$ cat src/rtl/byte_serializer.sv
// byte_serializer: valid/ready parallel-in, serial-out shifter with true/complement output pair
module byte_serializer #(
  parameter int WIDTH = 8,
  parameter bit MSB_FIRST = 1
) (
  input  logic             clk,
  input  logic             areset,
  input  logic [WIDTH-1:0] din,
  input  logic             din_valid,
  output logic             din_ready,
  output logic             sout,
  output logic             sout_n,
  output logic             sout_valid,
  output logic             sout_last,
  input  logic             sout_ready
);
  localparam int CW = $clog2(WIDTH);
  typedef enum logic {IDLE, SHIFT} state_t;
  state_t state;
  logic [WIDTH-1:0] sr;
  logic [CW-1:0] cnt;
  // serial outputs decode straight from held state so stalls freeze them and reset clears them
  always_comb begin
    sout_valid = state == SHIFT;
    sout_last = sout_valid && cnt == CW'(WIDTH - 1);
    sout = sout_valid && (MSB_FIRST ? sr[WIDTH-1] : sr[0]);
    sout_n = ~sout;
    din_ready = !areset && (!sout_valid || (sout_last && sout_ready));
  end
  // word load (including zero-bubble reload on the last bit) takes priority over bit shifting
  always_ff @(posedge clk or posedge areset)
    if (areset) begin
      state <= IDLE;
      sr <= '0;
      cnt <= '0;
    end else if (din_valid && din_ready) begin
      state <= SHIFT;
      sr <= din;
      cnt <= '0;
    end else if (sout_valid && sout_ready) begin
      if (sout_last) state <= IDLE;
      else begin
        sr <= MSB_FIRST ? sr << 1 : sr >> 1;
        cnt <= cnt + 1'b1;
      end
    end
endmodule
$ cat config.mk
export PLATFORM = sky130hd
export DESIGN_NAME = byte_serializer
export DESIGN_NICKNAME = d
export VERILOG_FILES = /design/src/rtl/byte_serializer.sv
export SDC_FILE = /design/constraint.sdc
export NUM_CORES = 1
export LEC_CHECK = 0
export ABC_AREA = 1
export ABC_CLOCK_PERIOD_IN_PS = 1700
export CORE_MARGIN = 1.5
export CORE_UTILIZATION = 53
export DETAILED_ROUTE_END_ITERATION = 8
export DONT_BUFFER_PORTS = 1
export MAX_ROUTING_LAYER = met4
export PLACE_DENSITY = 0.78
export REMOVE_ABC_BUFFERS = 1
export SLEW_MARGIN = 15
export SYNTH_ARGS = -nofsm -noshare
export SYNTH_HDL_FRONTEND = slang
export SYNTH_SLANG_ARGS = --single-unit
export TNS_END_PERCENT = 10
$ cat constraint.sdc
create_clock -name clk -period 1.7 [get_ports clk]
set_clock_uncertainty 0.2 [all_clocks]
set_input_delay 0.425 -clock clk [delete_from_list [all_inputs] [get_ports clk]]
set_output_delay 0.425 -clock clk [all_outputs]
set_load 0.01 [all_outputs]
==> flow_metrics.tcl <==
set metrics [dict create \
    grt_pass1_vias 581 \
    clockRootBuffer "clkbuf_4" \
    drc_errors 0 \
    worst_pin_slew_ns 0.250 \
    drtPass1Iterations 4 \
    rsz0062_at_grt "true" \
    hold_viol_final 0 \
    cts_tree "yes" \
    cts_sinks 12 \
    grt_first_pass_wirelength_um 2370 \
    drtIter0Drc 19 \
    die_x_um 39.2 \
    netlist_area_um2 693 \
    antenna_found_initial 0 \
    clockPowerShare_pct 15.0 \
    cts_max_level 1 \
    port_buffers 0 \
    numCtsBuffers 3 \
    outcome "complete, but fails checks" \
    layout_commonest_cell "nand2_1" \
    clock_latency_ns 0.28 \
    fin_ws_ns -0.194 \
    ys_seq_area_share_pct 43.3 \
    fin_cells 113 \
    yosysTopAreaCell "dfrtp_1" \
    gp_congestion 0.916 \
    max_clock_freq_mhz 528 \
    p_int_w 0.000729 \
    grt_max_degree 14 \
    grt_usage_pct 24.5 \
    slew_viol_final 0 \
    synthTopCellsByArea "dfrtp_1 43%, nand2_1 16%, nand4_1 6.3%" \
    power.density_nw_per_um2 1480 \
    holdWs_ns 0.0557 \
    syn_to_final_growth_pct 19.1 \
    slew_headroom_pct 83.3 \
    rows 12 \
    ir_drop_uv 796 \
    nets 115 \
    fp.dieArea_um2 1530 \
    drive_above_1_share_pct 31.3 \
    crit_path_max_fanout 3 \
    final_cell_mix "27 x nand2_1, 11 x nor2_1, 11 x dfrtp_1" \
    combPwrFrac_pct 42.6 \
    hold_class "primary input to flop" \
    drtAntennaViolNets 0 \
    vias 590 \
    clockBufferDepth 2 \
    post-route-util_pct 71.4 \
    worstPathArrival_ns 1.27 \
    wl_per_cell_um 12.4 \
    ys.warnings.count 0 \
    p_leak_nw 0.463 \
    io_pins 17 \
    seqPwrFrac_pct 42.4 \
    dp_slack_ns -0.0668 \
    avgSynthCellArea_um2 7.88 \
    start_kind "flop" \
    clk_pin_slew_ns 0.08 \
    wirelength_um 1400 \
    netSwitchingPower_w 0.000490 \
    hp-start "din[0]" \
    dp_hpwl_um 986 \
    place_inst 108 \
    synth.distinct_cells 16 \
    violations "negative setup slack" \
    crit_type "flop to output pin" \
    antenna_cells 0 \
    avgViaCountPerCell 5.22 \
    worst_ep_required_time_ns 1.07 \
    grt_overflow_total 0 \
    p_total_w 0.00122 \
    crit_path_end_kind "output pin" \
    synthCells 88 \
    max_cap_viol_count 0 \
    ys_seq_elements 12 \
    setup_violations 10 \
    post-route-period-util_pct 111 \
    core_um2 1160 \
    start_util_pct 60.0 \
    regToRegStartpoint "cnt[1]$_DFFE_PP0P_" \
    switching_share_pct 40.2 \
    startpoint "cnt[1]$_DFFE_PP0P_" \
    min_period_ns 1.89 \
    die_y_um 39.2 \
    yosysTopAreaCellShare_pct 43.3 \
]
-- sequential cells by signal (all words and copies together), names as in the netlist --
name        count
cnt             3
sr              8
sout_valid      1
-- cell usage after synthesis --
cell type  count
nand2_1       29
dfrtp_1       12
nor2_1        11
inv_1          9
nand4_1        7
nor2_2         4
nand3_1        3
nand3_2        3
buf_4          2
ha_1           2
buf_6          1
inv_2          1
nand2_2        1
nand2_4        1
nand3_4        1
o21ai_0        1
-- metal layers --
| layer | track usage (%) | vias to the layer above | wire [um] |
|---|---|---|---|
| met5 | - | - | 0 |
| met4 | 18.1 | 0 | 72 |
| met3 | 6.94 | 9 | 78 |
| met2 | 37.5 | 24 | 637 |
| met1 | 27.0 | 258 | 610 |
| li1 | - | 299 | - |
-- layout make-up --
| type | instances | area (um^2) |
|---|---|---|
| Clock buffer | 3 | 22.5 |
| Fill cell | 93 | 330 |
| Timing Repair Buffer | 11 | 92.6 |
| Tap cell | 14 | 17.5 |
| Multi-Input combinational cell | 63 | 354 |
| Sequential cell | 12 | 302 |
| Inverter | 10 | 37.5 |
-- repair_timing --
action | CTS | global route
resized for setup | 7 | 4
pin swaps | 1 | 2
setup endpoints to repair | 12 | 14
endpoints found under the hold margin | 12 | 0
buffers inserted | 1 | 0
hold buffers | 1 | 0
-- metrics by stage --
step | cell area [um^2] | TNS, ns
2_1_floorplan | 667 | -0.00862
3_3_place_gp | 752 | 0
3_5_place_dp | 752 | -0.313
4_1_cts | 811 | -0.543
5_1_grt | 826 | -1.87
6_report | 826 | -0.682
-- critical path, cell delays in order, from the launching register on --
cell and delay [ns]:
dfrtp_1 0.40, ha_2 0.20, ha_4 0.18, nand2_4 0.06, nand2_4 0.04, nand2_2 0.06, inv_2 0.04
-- power by group through the flow --
stage                     Combinational (W)  Sequential, W  Clock [W]
final                              0.000519       0.000517   0.000183
after CTS                          0.000514       0.000512   0.000182
after global routing               0.000595       0.000531   0.000193
after floorplan                    0.000338       0.000491          0
after detailed placement           0.000473       0.000510          0
after global placement             0.000459       0.000504          0
-- final timing paths --
| path | cells after the start | to | slack (ns) |
|---|---|---|---|
| min | 2 | sr[0]$_DFFE_PP0P_ | 0.06 |
| min in group asynchronous | 3 | sr[2]$_DFFE_PP0P_ | 0.49 |
| max in group asynchronous | 3 | sout_valid$_DFFE_PP0P_ | 0.66 |
| min reg2reg | 2 | sr[0]$_DFFE_PP0P_ | 0.33 |
| max reg2reg | 9 | sr[1]$_DFFE_PP0P_ | -0.07 |
| max | 6 | din_ready | -0.19 |
-- cells by family after synthesis --
group                      after synthesis  share of synthesized area [%]
AOI/OAI and AO/OA                        1                          0.721
buffers and inverters                   13                           9.20
DFF                                     12                           43.3
and+or+nand+nor                         60                           43.1
adders and majority gates                2                           3.61
Power figures use the tool's default switching activity.
